$ cat config.mk
export PLATFORM = sky130hd
export DESIGN_NAME = attention_output_stage_flat
export DESIGN_NICKNAME = d
export VERILOG_FILES = /design/src/rtl/attention_output_stage_if.sv /design/src/rtl/attention_output_stage.sv /design/src/flat_wrapper.sv
export SDC_FILE = /design/constraint.sdc
export NUM_CORES = 2
export LEC_CHECK = 0
export ABC_AREA = 1
export CORE_ASPECT_RATIO = 1.2
export CORE_MARGIN = 3
export CORE_UTILIZATION = 50
export DETAILED_ROUTE_END_ITERATION = 10
export PLACE_DENSITY = 0.74
export SKIP_CTS_REPAIR_TIMING = 1
export SLEW_MARGIN = 20
export SYNTH_ARGS = -nofsm -noshare
export SYNTH_HDL_FRONTEND = slang
export SYNTH_SLANG_ARGS = --single-unit
export TNS_END_PERCENT = 5
$ cat constraint.sdc
create_clock -name clk -period 3.4 [get_ports clk]
set_input_delay 0.85 -clock clk [delete_from_list [all_inputs] [get_ports clk]]
set_output_delay 0.85 -clock clk [all_outputs]
set_load 0.01 [all_outputs]
$ cat src/rtl/attention_output_stage_if.sv
// Job handshake, job parameters and the two-SRAM read / one-SRAM write bus
// for attention_output_stage. slave = the block, master = the job issuer
// plus the SRAM models.
interface attention_output_stage_if #(
  parameter int ADDR_W = 16,
  parameter int DATA_W = 32,
  parameter int DIM_W  = 16
);
  logic              start_valid;
  logic              start_ready;
  logic [DIM_W-1:0]  seq_len;
  logic [DIM_W-1:0]  d_model;
  logic [ADDR_W-1:0] s_base;
  logic [ADDR_W-1:0] v_base;
  logic [ADDR_W-1:0] z_base;
  logic [4:0]        score_shift;
  logic [ADDR_W-1:0] dut__tb__sram_result_read_address;
  logic [DATA_W-1:0] tb__dut__sram_result_read_data;
  logic [ADDR_W-1:0] dut__tb__sram_scratchpad_read_address;
  logic [DATA_W-1:0] tb__dut__sram_scratchpad_read_data;
  logic              dut__tb__sram_result_write_enable;
  logic [ADDR_W-1:0] dut__tb__sram_result_write_address;
  logic [DATA_W-1:0] dut__tb__sram_result_write_data;
  logic              done;

  modport slave (
    input  start_valid, seq_len, d_model, s_base, v_base, z_base, score_shift,
           tb__dut__sram_result_read_data, tb__dut__sram_scratchpad_read_data,
    output start_ready, done,
           dut__tb__sram_result_read_address, dut__tb__sram_scratchpad_read_address,
           dut__tb__sram_result_write_enable, dut__tb__sram_result_write_address,
           dut__tb__sram_result_write_data
  );

  modport master (
    output start_valid, seq_len, d_model, s_base, v_base, z_base, score_shift,
           tb__dut__sram_result_read_data, tb__dut__sram_scratchpad_read_data,
    input  start_ready, done,
           dut__tb__sram_result_read_address, dut__tb__sram_scratchpad_read_address,
           dut__tb__sram_result_write_enable, dut__tb__sram_result_write_address,
           dut__tb__sram_result_write_data
  );
endinterface

$ cat src/rtl/attention_output_stage.sv
// attention_output_stage: Z = S x V (N x N times N x D), one output element
// at a time, j innermost. Each element: N read cycles, one drain cycle for
// the last read's data, one write cycle.
// Optional macro ATTN_OUT_SCALE_EN: write data is the accumulator shifted
// right by the score_shift sampled at job accept.
module attention_output_stage #(
  parameter int ADDR_W = 16,
  parameter int DATA_W = 32,
  parameter int DIM_W  = 16
) (
  input  logic clk,
  input  logic reset_n,
  attention_output_stage_if.slave bus
);

  typedef enum logic [2:0] {IDLE, ISSUE, DRAIN, WRITE, DONE} state_t;

  state_t            state, state_nxt;
  logic [DIM_W-1:0]  n_r, d_r, i_r, j_r, k_r;
  logic [ADDR_W-1:0] s_addr, s_row, v_addr, v_col, v_base_r, z_addr;
  logic [DATA_W-1:0] acc, prod;
  logic              rd_vld, rd_first;
  logic              accept, last_k, last_j, last_i;

  assign accept = bus.start_valid && (state == IDLE);
  assign last_k = (k_r == n_r - DIM_W'(1));
  assign last_j = (j_r == d_r - DIM_W'(1));
  assign last_i = (i_r == n_r - DIM_W'(1));
  assign prod   = bus.tb__dut__sram_result_read_data * bus.tb__dut__sram_scratchpad_read_data;

  // State register
  always_ff @(posedge clk or negedge reset_n) begin
    if (!reset_n) state <= IDLE;
    else          state <= state_nxt;
  end

  // Next-state logic; an empty job goes straight to DONE
  always_comb begin
    state_nxt = state;
    case (state)
      IDLE:  if (accept)
               state_nxt = (bus.seq_len == '0 || bus.d_model == '0) ? DONE : ISSUE;
      ISSUE: if (last_k) state_nxt = DRAIN;
      DRAIN: state_nxt = WRITE;
      WRITE: state_nxt = (last_i && last_j) ? DONE : ISSUE;
      DONE:  state_nxt = IDLE;
      default: state_nxt = IDLE;
    endcase
  end

`ifdef ATTN_OUT_SCALE_EN
  logic [4:0] shift_r;

  // Shift amount is captured with the rest of the job
  always_ff @(posedge clk or negedge reset_n) begin
    if (!reset_n)    shift_r <= '0;
    else if (accept) shift_r <= bus.score_shift;
  end

  assign bus.dut__tb__sram_result_write_data = acc >> shift_r;
`else
  logic unused_shift;
  assign unused_shift = ^bus.score_shift;
  assign bus.dut__tb__sram_result_write_data = acc;
`endif

  // Read data lags its address by one cycle; the k=0 product loads the
  // accumulator so no clear cycle is needed between elements
  always_ff @(posedge clk or negedge reset_n) begin
    if (!reset_n) begin
      rd_vld   <= 1'b0;
      rd_first <= 1'b0;
      acc      <= '0;
    end else begin
      rd_vld   <= (state == ISSUE);
      rd_first <= (k_r == '0);
      if (rd_vld) acc <= rd_first ? prod : acc + prod;
    end
  end

  // Counters and running addresses; addresses step incrementally so no
  // multipliers are needed, and wrap naturally at ADDR_W
  always_ff @(posedge clk or negedge reset_n) begin
    if (!reset_n) begin
      n_r <= '0; d_r <= '0; i_r <= '0; j_r <= '0; k_r <= '0;
      s_addr <= '0; s_row <= '0; v_addr <= '0; v_col <= '0;
      v_base_r <= '0; z_addr <= '0;
    end else begin
      case (state)
        IDLE: if (accept) begin
          n_r      <= bus.seq_len;
          d_r      <= bus.d_model;
          i_r      <= '0;
          j_r      <= '0;
          k_r      <= '0;
          s_addr   <= bus.s_base;
          s_row    <= bus.s_base;
          v_addr   <= bus.v_base;
          v_col    <= bus.v_base;
          v_base_r <= bus.v_base;
          z_addr   <= bus.z_base;
        end
        ISSUE: begin
          s_addr <= s_addr + ADDR_W'(1);
          v_addr <= v_addr + ADDR_W'(d_r);
          k_r    <= last_k ? '0 : k_r + DIM_W'(1);
        end
        WRITE: begin
          z_addr <= z_addr + ADDR_W'(1);
          if (last_j) begin
            // s_addr already sits at the start of the next S row
            j_r    <= '0;
            i_r    <= i_r + DIM_W'(1);
            s_row  <= s_addr;
            v_col  <= v_base_r;
            v_addr <= v_base_r;
          end else begin
            j_r    <= j_r + DIM_W'(1);
            s_addr <= s_row;
            v_col  <= v_col + ADDR_W'(1);
            v_addr <= v_col + ADDR_W'(1);
          end
        end
        default: ;
      endcase
    end
  end

  assign bus.start_ready                           = (state == IDLE);
  assign bus.done                                  = (state == DONE);
  assign bus.dut__tb__sram_result_write_enable     = (state == WRITE);
  assign bus.dut__tb__sram_result_write_address    = z_addr;
  assign bus.dut__tb__sram_result_read_address     = s_addr;
  assign bus.dut__tb__sram_scratchpad_read_address = v_addr;

endmodule
$ cat src/flat_wrapper.sv
// flat-port wrapper written by rule: the top's interface ports become plain ports
module attention_output_stage_flat 
#(
  parameter int ADDR_W = 16,
  parameter int DATA_W = 32,
  parameter int DIM_W  = 16
)
  (clk, reset_n, bus_start_valid, bus_seq_len, bus_d_model, bus_s_base, bus_v_base, bus_z_base, bus_score_shift, bus_tb__dut__sram_result_read_data, bus_tb__dut__sram_scratchpad_read_data, bus_start_ready, bus_done, bus_dut__tb__sram_result_read_address, bus_dut__tb__sram_scratchpad_read_address, bus_dut__tb__sram_result_write_enable, bus_dut__tb__sram_result_write_address, bus_dut__tb__sram_result_write_data);
  attention_output_stage_if #(.ADDR_W(ADDR_W), .DATA_W(DATA_W), .DIM_W(DIM_W)) bus_i ();
  input  logic clk;
  input  logic reset_n;
  input wire logic [$bits(bus_i.start_valid)-1:0] bus_start_valid;
  input wire logic [$bits(bus_i.seq_len)-1:0] bus_seq_len;
  input wire logic [$bits(bus_i.d_model)-1:0] bus_d_model;
  input wire logic [$bits(bus_i.s_base)-1:0] bus_s_base;
  input wire logic [$bits(bus_i.v_base)-1:0] bus_v_base;
  input wire logic [$bits(bus_i.z_base)-1:0] bus_z_base;
  input wire logic [$bits(bus_i.score_shift)-1:0] bus_score_shift;
  input wire logic [$bits(bus_i.tb__dut__sram_result_read_data)-1:0] bus_tb__dut__sram_result_read_data;
  input wire logic [$bits(bus_i.tb__dut__sram_scratchpad_read_data)-1:0] bus_tb__dut__sram_scratchpad_read_data;
  output wire logic [$bits(bus_i.start_ready)-1:0] bus_start_ready;
  output wire logic [$bits(bus_i.done)-1:0] bus_done;
  output wire logic [$bits(bus_i.dut__tb__sram_result_read_address)-1:0] bus_dut__tb__sram_result_read_address;
  output wire logic [$bits(bus_i.dut__tb__sram_scratchpad_read_address)-1:0] bus_dut__tb__sram_scratchpad_read_address;
  output wire logic [$bits(bus_i.dut__tb__sram_result_write_enable)-1:0] bus_dut__tb__sram_result_write_enable;
  output wire logic [$bits(bus_i.dut__tb__sram_result_write_address)-1:0] bus_dut__tb__sram_result_write_address;
  output wire logic [$bits(bus_i.dut__tb__sram_result_write_data)-1:0] bus_dut__tb__sram_result_write_data;
  assign bus_i.start_valid = bus_start_valid;
  assign bus_i.seq_len = bus_seq_len;
  assign bus_i.d_model = bus_d_model;
  assign bus_i.s_base = bus_s_base;
  assign bus_i.v_base = bus_v_base;
  assign bus_i.z_base = bus_z_base;
  assign bus_i.score_shift = bus_score_shift;
  assign bus_i.tb__dut__sram_result_read_data = bus_tb__dut__sram_result_read_data;
  assign bus_i.tb__dut__sram_scratchpad_read_data = bus_tb__dut__sram_scratchpad_read_data;
  assign bus_start_ready = bus_i.start_ready;
  assign bus_done = bus_i.done;
  assign bus_dut__tb__sram_result_read_address = bus_i.dut__tb__sram_result_read_address;
  assign bus_dut__tb__sram_scratchpad_read_address = bus_i.dut__tb__sram_scratchpad_read_address;
  assign bus_dut__tb__sram_result_write_enable = bus_i.dut__tb__sram_result_write_enable;
  assign bus_dut__tb__sram_result_write_address = bus_i.dut__tb__sram_result_write_address;
  assign bus_dut__tb__sram_result_write_data = bus_i.dut__tb__sram_result_write_data;
  attention_output_stage #(.ADDR_W(ADDR_W), .DATA_W(DATA_W), .DIM_W(DIM_W)) u_core (.clk(clk), .reset_n(reset_n), .bus(bus_i));
endmodule
==> impl_metrics.csv <==
group,metric,value,unit
synth,syn_inst,4308,
critical_path,worst_setup_path_start_kind,"input port",
floorplan,fp.dieH,281,µm
critical_path,reg2regPathDepth,17,
critical_path,critical_path_required,3.82,ns
synth,yosysWarnings,0,
placement,io_buffers,229,
detailed_routing,drtIter0Drc,2198,
synth,yosysSeqAreaShare,0.170,
cells_and_area,final_cells,5689,
sta,setup_ws,-4.60,ns
detailed_routing,routed_wl,101,mm
critical_path,reg2reg_from,"u_core.d_r[0]$_DFFE_PN0P_",
sta,min_period,8.00,ns
critical_path,max_stage_delay,0.61,ns
placement,place_hpwl,74.3,mm
sta,drv_slew,0,
detailed_routing,detail-route-antenna-nets,0,
status,status,"complete, but fails checks",
synth,synth_flop_cell,"dfrtp_1",
detailed_routing,wl_per_cell,17.8,µm
detailed_routing,via_per_inst,5.34,
synth,synth_edf_count,0,
floorplan,row_count,100,
critical_path,path_class,"in -> reg",
sta,hold_viol,0,
sta,slew_headroom,0.249,
clock_tree,cts_tree,"built",
cells_and_area,largest_reg_flops,32,
global_route,antenna_found_initial,5,
cells_and_area,layout_commonest_cell,"nand2_1",
floorplan,ios,235,
detailed_routing,via_count,30400,
global_route,overflow,0,
synth,synthTopCellsByArea,"fa_1 26%, dfrtp_1 17%, nand2_1 14%",
cells_and_area,area_delta_synth_final,28.3,%
global_route,grt_pass1_vias,29700,
clock_tree,htreeDepth,1,
clock_tree,clock_latency,0.53,ns
synth,syn-cell-area,0.0314,mm²
status,violations,"negative setup slack",
cells_and_area,layout-drive-gt1-share,0.163,
synth,ys_types,57,
floorplan,core-area,0.0622,mm²
synth,synth.ff_latch_count,213,
cells_and_area,nFillCells,4960,
clock_tree,cts_sinks,213,
sta,timing.fmax,125,MHz
placement,place.gp.congestion,0.922,
clock_tree,cts_buffers,22,
detailed_routing,drtPass1Iterations,6,
critical_path,crit_top_cell,"fa_1",
synth,syn-mean-instance-area,7.30,µm²
sta,finalSetupTns,-105.06,ns
floorplan,initial_core_util,0.506,
sta,tightest_slew,1.12,ns
critical_path,path_max_fanout,5,
floorplan,die_x,235,µm
critical_path,cp.arrival,8.42,ns
sta,setup_violations,29,
floorplan,die_area,0.0659,mm²
placement,dp_cells,5563,
critical_path,r2r_setup_slack,0.36,ns
sta,fin_skew,0.0179,ns
cells_and_area,fin_nets,5596,
sta,rsz0062_at_grt,"true",
clock_tree,cts_buffer_depth,3,
critical_path,crit_path_top_delay_cell,"fa_1",
worst_hold_path,hp-class,"in -> async",
detailed_routing,drc,0,
cells_and_area,mostFrequentLayoutCells,"1129 x nand2_1, 942 x inv_1, 393 x fa_1",
global_route,grtUsageTotal,0.273,
synth,async_reset_ff_frac,1.00,
job,cap_violations,0,
critical_path,endpoint_kind,"register",
clock_tree,path_clk_slew,0.07,ns
synth,yosysTopAreaCellShare,0.261,
global_route,grt_max_degree,84,
global_route,grt_pass1_wl,148,mm
synth,synth_area_leader_cell,"fa_1",
clock_tree,cts_root_buf,"clkbuf_16",
synth,syn-num-nets,5050,
sta,finalCritPeriodShare,2.35,
## routing by layer
layer	track usage	routed length (µm)	up-vias
li1	-	-	14100
met1	0.339	37000	14500
met2	0.493	50000	1368
met3	0.0367	8330	379
met4	0.0901	5930	2
met5	0	13	-
## cells in the mapped netlist, types with 3 or more instances
cell / number
nand2_1: 1172
nor4_1: 22
inv_1: 981
nor2_2: 5
nand2_2: 3
ha_1: 180
buf_6: 6
o21a_1: 8
nor2_1: 227
a31oi_1: 21
o31ai_1: 9
o211ai_1: 27
dfrtp_1: 213
a21oi_1: 152
clkbuf_1: 135
fa_1: 410
o22ai_1: 28
nand3b_1: 14
buf_1: 18
o211ai_2: 13
a21o_1: 5
nor3_1: 40
nand3_1: 167
nor3b_1: 3
xor2_1: 124
o2111ai_1: 6
buf_2: 7
o21ai_0: 164
o221ai_1: 5
nand3_2: 5
a21boi_0: 3
o21bai_1: 7
nor3_2: 4
xnor2_1: 32
or2_2: 15
nand4_1: 43
o21ai_1: 7
## kinds of logic (layout without fill, tap and decap cells)
kind of cell	after synthesis	count (layout)	synth area share
DFF	213	213	0.170
AOI/OAI and AO/OA	465	465	0.0865
adders and majority gates	590	590	0.333
other	0	5	0
buffers and inverters	1153	1713	0.140
xor gates and xnor gates	158	158	0.0445
and+or+nand+nor	1729	1729	0.227
## cell type report
| cell class | instances | area, µm² | share of cell area |
|---|---|---|---|
| Multi-Input combinational cell | 2942 | 22800 | 0.565 |
| Timing Repair Buffer | 690 | 6750 | 0.167 |
| Sequential cell | 213 | 5330 | 0.132 |
| Inverter | 985 | 3700 | 0.0917 |
| Tap cell | 816 | 1020 | 0.0253 |
| Clock buffer | 28 | 604 | 0.0150 |
| Clock inverter | 10 | 130 | 0.00323 |
| Antenna cell | 5 | 12.5 | 0.000310 |
## worst max-delay path by stage
stage                                                          start  depth (start not counted)                                                          to  slack, ns
after CTS                     bus_tb__dut__sram_result_read_data[18]                         30  u_core.bus.dut__tb__sram_result_write_data[30]$_DFFE_PN0P_      -4.97
after global routing       bus_tb__dut__sram_scratchpad_read_data[4]                         41  u_core.bus.dut__tb__sram_result_write_data[31]$_DFFE_PN0P_      -4.91
final                         bus_tb__dut__sram_result_read_data[12]                         38  u_core.bus.dut__tb__sram_result_write_data[31]$_DFFE_PN0P_      -4.60
after detailed placement  bus_tb__dut__sram_scratchpad_read_data[11]                         35  u_core.bus.dut__tb__sram_result_write_data[31]$_DFFE_PN0P_      -5.51
after floorplan           bus_tb__dut__sram_scratchpad_read_data[17]                         37  u_core.bus.dut__tb__sram_result_write_data[31]$_DFFE_PN0P_      -4.47
after global placement        bus_tb__dut__sram_result_read_data[18]                         31  u_core.bus.dut__tb__sram_result_write_data[30]$_DFFE_PN0P_      -5.47
## per-stage QoR
stage	hold WS [ns]	setup WS, ns	util	cell area [µm²]
2_1_floorplan	0.450	-4.47	-	31600
3_3_place_gp	0.462	-5.47	0.601	37400
3_5_place_dp	0.467	-5.51	0.601	37400
4_1_cts	0.351	-4.97	0.613	38100
5_1_grt	0.374	-4.91	0.648	40300
6_report	0.335	-4.60	0.649	40300
## critical path, delay by kind of cell
kind | cells | cell delay (ns)
AOI/OAI and AO/OA | 3 | 0.49
xor gates and xnor gates | 1 | 0.19
adders and majority gates | 10 | 4.75
buffers and inverters | 11 | 0.90
and+or+nand+nor | 13 | 1.23
Power is not shown: default switching activity piles up to over one toggle a cycle in this logic, so the estimate is an artifact.
